==> src/rtl/serial_subtractor_if.sv <==
// Start/Busy/Done handshake bundle for the bit-serial subtractor.
interface serial_subtractor_if #(
    parameter int WIDTH = 8
);
    logic             Start;
    logic [WIDTH-1:0] Xin;
    logic [WIDTH-1:0] Yin;
    logic             Bin;
    logic [WIDTH-1:0] Diff;
    logic             Bout;
    logic             Busy;
    logic             Done;

    modport master (
        output Start, Xin, Yin, Bin,
        input  Diff, Bout, Busy, Done
    );

    modport slave (
        input  Start, Xin, Yin, Bin,
        output Diff, Bout, Busy, Done
    );
endinterface

==> src/rtl/serial_subtractor.sv <==
// Bit-serial LSB-first subtractor: Diff = Xin - Yin - Bin, one bit per clock.
module serial_subtractor #(
    parameter int WIDTH = 8
) (
    input logic                Clk,
    input logic                Reset,
    serial_subtractor_if.slave bus
);
    localparam int CW = (WIDTH > 2) ? $clog2(WIDTH) : 1;

    typedef enum logic [1:0] {
        S_IDLE,
        S_SHIFT,
        S_FINISH
    } state_t;

    state_t           r_state;
    state_t           w_state_next;
    logic [WIDTH-1:0] r_x;
    logic [WIDTH-1:0] r_y;
    logic [WIDTH-1:0] r_res;
    logic [WIDTH-1:0] r_diff;
    logic             r_b;
    logic             r_bout;
    logic [CW-1:0]    r_cnt;
    logic             w_d;
    logic             w_b_next;
    logic             w_last;
    logic             w_load;
    logic [WIDTH-1:0] w_res_next;

    // Single full-subtractor cell
    assign w_d        = r_x[0] ^ r_y[0] ^ r_b;
    assign w_b_next   = (~r_x[0] & r_y[0]) | (~(r_x[0] ^ r_y[0]) & r_b);
    assign w_last     = (r_cnt == CW'(WIDTH - 1));
    assign w_res_next = {w_d, r_res[WIDTH-1:1]};

    always_comb begin
        w_state_next = r_state;
        w_load       = 1'b0;
        case (r_state)
            S_IDLE, S_FINISH: begin
                if (bus.Start) begin
                    w_load       = 1'b1;
                    w_state_next = S_SHIFT;
                end else begin
                    w_state_next = S_IDLE;
                end
            end
            S_SHIFT: begin
                if (w_last) w_state_next = S_FINISH;
            end
            default: w_state_next = S_IDLE;
        endcase
    end

    always_ff @(posedge Clk) begin
        if (Reset) begin
            r_state <= S_IDLE;
            r_x     <= '0;
            r_y     <= '0;
            r_res   <= '0;
            r_diff  <= '0;
            r_b     <= 1'b0;
            r_bout  <= 1'b0;
            r_cnt   <= '0;
        end else begin
            r_state <= w_state_next;
            if (w_load) begin
                r_x   <= bus.Xin;
                r_y   <= bus.Yin;
                r_b   <= bus.Bin;
                r_res <= '0;
                r_cnt <= '0;
            end else if (r_state == S_SHIFT) begin
                r_x   <= r_x >> 1;
                r_y   <= r_y >> 1;
                r_b   <= w_b_next;
                r_res <= w_res_next;
                r_cnt <= r_cnt + 1'b1;
                // Published result only changes on the Done edge
                if (w_last) begin
                    r_diff <= w_res_next;
                    r_bout <= w_b_next;
                end
            end
        end
    end

    assign bus.Diff = r_diff;
    assign bus.Bout = r_bout;
    assign bus.Busy = (r_state == S_SHIFT);
    assign bus.Done = (r_state == S_FINISH);
endmodule

==> src/flat_wrapper.sv <==
// flat-port wrapper written by rule: the top's interface ports become plain ports
module serial_subtractor_flat 
#(
    parameter int WIDTH = 8
)
  (Clk, Reset, bus_Start, bus_Xin, bus_Yin, bus_Bin, bus_Diff, bus_Bout, bus_Busy, bus_Done);
  serial_subtractor_if #(.WIDTH(WIDTH)) bus_i ();
  input logic Clk;
  input logic Reset;
  input wire logic [$bits(bus_i.Start)-1:0] bus_Start;
  input wire logic [$bits(bus_i.Xin)-1:0] bus_Xin;
  input wire logic [$bits(bus_i.Yin)-1:0] bus_Yin;
  input wire logic [$bits(bus_i.Bin)-1:0] bus_Bin;
  output wire logic [$bits(bus_i.Diff)-1:0] bus_Diff;
  output wire logic [$bits(bus_i.Bout)-1:0] bus_Bout;
  output wire logic [$bits(bus_i.Busy)-1:0] bus_Busy;
  output wire logic [$bits(bus_i.Done)-1:0] bus_Done;
  assign bus_i.Start = bus_Start;
  assign bus_i.Xin = bus_Xin;
  assign bus_i.Yin = bus_Yin;
  assign bus_i.Bin = bus_Bin;
  assign bus_Diff = bus_i.Diff;
  assign bus_Bout = bus_i.Bout;
  assign bus_Busy = bus_i.Busy;
  assign bus_Done = bus_i.Done;
  serial_subtractor #(.WIDTH(WIDTH)) u_core (.Clk(Clk), .Reset(Reset), .bus(bus_i));
endmodule
==> config.mk <==
export PLATFORM = sky130hd
export DESIGN_NAME = serial_subtractor_flat
export DESIGN_NICKNAME = d
export VERILOG_FILES = /design/src/rtl/serial_subtractor_if.sv /design/src/rtl/serial_subtractor.sv /design/src/flat_wrapper.sv
export SDC_FILE = /design/constraint.sdc
export NUM_CORES = 1
export LEC_CHECK = 0
export BUFFER_PORTS_ARGS = -buffer_cell sky130_fd_sc_hd__buf_2
export CAP_MARGIN = 40
export CORE_MARGIN = 3
export CORE_UTILIZATION = 59
export CTS_BUF_LIST = sky130_fd_sc_hd__clkbuf_8
export DETAILED_ROUTE_END_ITERATION = 6
export PLACE_DENSITY = 0.94
export SLEW_MARGIN = 15
export SYNTH_ARGS = -nofsm -noshare
export SYNTH_HDL_FRONTEND = slang
export SYNTH_SLANG_ARGS = --single-unit
==> constraint.sdc <==
create_clock -name Clk -period 2.25 [get_ports Clk]
set_input_delay 0.3375 -clock Clk [delete_from_list [all_inputs] [get_ports Clk]]
set_output_delay 0.3375 -clock Clk [all_outputs]
set_load 0.05 [all_outputs]
[Word level (Yosys, flattened, before mapping)]
Index checks and enable logic that the tools add are counted.
Word-level totals
  logic and storage cells: 37
  output and inout port bits: 11
  flip-flop bits (word level): 39
  bits of input ports: 20
Operators by class
  reductions and logical operators: 5
  mux-type cells: 11
  bitwise gates (word level): 8
  add/subtract/negate cells: 1
  equal/unequal tests: 4
Operators by type and width (count)
  $mux W8: 4
  $mux W1: 5
  $pmux W2 S2: 1
  $reduce_or A2 Y1: 2
  $add A3 B1 Y3 const B: 1
  $eq A3 B3 Y1 const B: 1
  $not A1 Y1: 3
  $reduce_and A3 Y1: 1
  $and A1 B1 Y1: 2
  $eq A2 B1 Y1 const B: 1
  $eq A2 B2 Y1 const B: 1
  $logic_not A2 Y1: 1
  $mux W2: 1
  $ne A2 B1 Y1 const B: 1
  $reduce_bool A2 Y1: 1
  $xor A1 B1 Y1: 2
  $or A1 B1 Y1: 1

[Depth between registers and ports, before layout]
  depth after elaboration: 6
  gate-level depth with buffers: 6
  mapped depth without buffers: 5

[Worst setup path before layout]
OpenSTA, ideal clock, no wires.
  path type: reg2out
  start point: reg u_core.r_state[1]
  end point: out bus_Done
  required time: 1913 ps
  stages on the path, launching flop included: 2
  slack: 890 ps
  buffers on the path: 0
  arrival: 1023 ps
  cells stage by stage: dfxtp_1 > nor2b_1
On the way
  word-level cells in the longest chain between the ends: 1
Ends and longest elaborated chain
  from (decl): line serial_subtractor.sv:17  | state_t r_state;
  from (signal assigned): line serial_subtractor.sv:68  | r_state <= w_state_next;
  $eq A2 B2 Y1: line serial_subtractor.sv:93  | assign bus.Done = (r_state == S_FINISH);
  to (decl): line flat_wrapper.sv:17  | output wire logic [$bits(bus_i.Done)-1:0] bus_Done;
Every way passes these cells.

[Worst setup path in the final report]
  start point: reg u_core.r_state[0]
  end point: out bus_Busy
On the way
  word-level cells in the longest chain between the ends: 1
Ends and longest elaborated chain
  $eq A2 B1 Y1: line serial_subtractor.sv:92  | assign bus.Busy = (r_state == S_SHIFT);
  to (decl): line flat_wrapper.sv:16  | output wire logic [$bits(bus_i.Busy)-1:0] bus_Busy;
Every way passes these cells.

==> summary.txt <==
Final layout
  • Area growth from synthesis to layout: 12.8%
  • # diodes: 0
  • Final non-filler cell total: 232
  • Share of cells above drive strength 1: 22.1%
  • Fin nets: 226

Floorplanning
  • Die Y: 57.1 um
  • Starting Density: 65.9%
  • I/O pins: 31
  • Die width: 57.1 um
  • Die ar.: 0.00326 mm^2
  • Core ar.: 0.00234 mm^2
  • # rows: 17

Routing
  • DRC viols: 0
  • Post-Route WL: 3250 um
  • Vias/cell: 5.72
  • DR iter-0 viols: 67
  • Vias: 1328
  • Final ANT Viol Nets: 0
  • Avg WL per Cell: 14.0 um
  • First-pass iteration count of the detailed router: 4

Placed design
  • Port bufs: 30
  • Detail Placement HPWL: 2240 um
  • RePlAce Congestion: 0.788
  • Placed insts: 224

Synthesis
  • Ys Warns: 0
  • Gate Count Post-Synth: 177
  • EDFF count, synth: 0
  • Sequential fraction of the synthesis area: 49.3%
  • Cell Area, Synth: 0.00154 mm^2
  • Distinct cells, synth: 28
  • Asr flop ratio synth: 0%
  • Avg Cell Area, Syn: 8.72 um^2
  • Syn_nets: 200
  • Synth Flop Type: dfxtp_1
  • #FFs+latches synth: 38

Timing
  • FMAX: 579 MHz
  • Fin crit period: 1.73 ns
  • Setup TNS: 0 ns
  • Fin Clk Skew: 0.00861 ns
  • Final Cycle Share: 76.8%
  • Final hold vios: 0
  • Final setup fails: 0
  • RSZ-0062 raised after global routing: no
  • Worst-Margin Slew: 0.454 ns
  • WHS: 0.299 ns
  • Pins over their slew limit: 0
  • Relative slew slack: 69.8%

Setup path
  • WP data arrival: 1.39 ns
  • Worst-path maximum fanout: 36
  • Worst r2r src: u_core.r_cnt[0]
  • Worst R2R Path Depth: 5
  • CP Capture Type: output pin
  • Kind of critical path: flip-flop to output pin
  • Critical Path Source Type: flip-flop
  • Required @ worst endpoint: 1.91 ns
  • Worst Setup SP: u_core.r_state[0]
  • Setup slack, reg-to-reg: 0.60 ns

Worst hold path
  • Hold path cells: 3
  • Hold Path Class: primary input to flip-flop
  • Hold_sp: bus_Yin[7]

Global route
  • Antenna violations before repair: 0
  • Largest net degree at the start of global routing: 37
  • Gr usage total: 21.7%
  • Gr ovfl total: 0
  • Number of global-route vias before repair: 1281
  • First-pass GRT wire length: 5580 um

Clock network
  • Clk sinks: 38
  • Root Buffer Master: clkbuf_8
  • H-tree levels: 2
  • CTS Buf Count: 5
  • Worst skew pair latency: 0.29 ns
  • Max clock buf depth: 2
  • Post-CTS Setup Inserts: 0
  • CTS tree: built
  • Clock edge transition at the registers on the reported setup and hold paths: 0.08 ns
  • Post-cts resize count: 0
  • Hold buffers post-CTS: 0

Pwr
  • Leak pwr: 0.675 nW
  • Pwr/cell area: 785 mW/mm^2
  • Worst vdd ir: 0.000675 V

Job
  • Max cap viols: 0

Run status
  • Status: complete, no violations
worst max-delay path: stages (launching register included):
cell	delay, ns
dfxtp_1	0.40
nand2b_1	0.17
inv_8	0.21
buf_2	0.30
state kept, by name, summed over array words and instances (netlist names):
signal and cells:
u_core.bus.Bout 1, u_core.bus.Diff 8, u_core.r_b 1, u_core.r_cnt 3, u_core.r_res 7, u_core.r_state 2, u_core.r_x 8, u_core.r_y 8
cell type report:
type / count / area (um^2)
clock buffers: 6 / 82.6
multi-input cells: 122 / 658
flip-flops and latches: 38 / 761
fillers: 166 / 599
repair buffers: 33 / 173
well taps: 28 / 35.0
clock inverters: 2 / 12.5
inverters: 3 / 18.8
final timing paths:
kind | to
worst max-delay path | bus_Busy
worst min-delay path | u_core.r_y[7]
worst max register to register | u_core.bus.Diff[7]
worst min register to register | u_core.bus.Diff[2]
Yosys cell counts (2+ instances only):
library cell	instances	area (um^2)
nor3_1	17	85.1
dfxtp_1	38	761
nor2b_1	2	12.5
nand3_1	11	55.1
o22ai_1	8	50.1
buf_4	3	22.5
nor2_1	8	30.0
a311oi_1	4	35.0
buf_6	5	56.3
buf_2	2	10.0
a311oi_2	2	30.0
a21oi_1	21	105
nand2_1	37	139
inv_1	2	7.51
ha_1	2	25.0
clkbuf_1	2	7.51
nand2b_1	2	12.5
stage by stage:
step	util, %	setup slack, ns	instance area [um^2]	power, mW
finish	74.4	0.522	1740	1.37
floorplan	-	0.890	1540	0.871
global placement	70.3	0.794	1650	0.889
detailed placement	70.3	0.637	1650	0.898
global route	74.4	0.416	1740	1.42
CTS	74.4	0.529	1740	1.36
cells by family (layout without fill, tap and decap cells):
family | after synthesis | after routing | share of synthesized area [%]
adder cells (fa/ha/maj) | 3 | 3 | 2.92
XOR/XNOR | 1 | 1 | 0.568
flip-flops | 38 | 38 | 49.3
multiplexers | 1 | 1 | 0.649
buffers and inverters | 17 | 44 | 8.03
AND/OR/NAND/NOR | 79 | 79 | 22.7
AO/OA/AOI/OAI | 38 | 38 | 15.8
where the power goes:
group / switching (mW) / internal [mW] / total [mW]
clock network: 0.235 / 0.246 / 0.481
registers: 0.0195 / 0.705 / 0.724
logic: 0.0976 / 0.0628 / 0.160
layer usage:
metal  part of all wire, %  wire (um)  track usage [%]
met1                    45       1450             26.3
met5                     0          0                0
met2                    47       1540             36.9
met3                   5.5        179             4.98
met4                   2.3         75             9.27
cells in the final DEF (no fill, tap or decap):
cell type	count
nor2_1	8
nand2b_2	1
fa_1	1
a22oi_1	1
buf_4	3
nor3_1	17
nand2b_1	2
buf_2	30
mux2i_1	1
nand2_1	37
nor2b_1	2
a311oi_1	4
clkinvlp_4	1
ha_1	2
xnor2_1	1
inv_8	1
nand3b_1	1
clkinv_2	1
a311oi_2	2
dfxtp_1	38
inv_1	2
a2bb2oi_1	1
a21oi_1	21
clkbuf_8	6
nand3_1	11
o22ai_1	8
o21a_1	1
(Power assumes the default switching activity.)
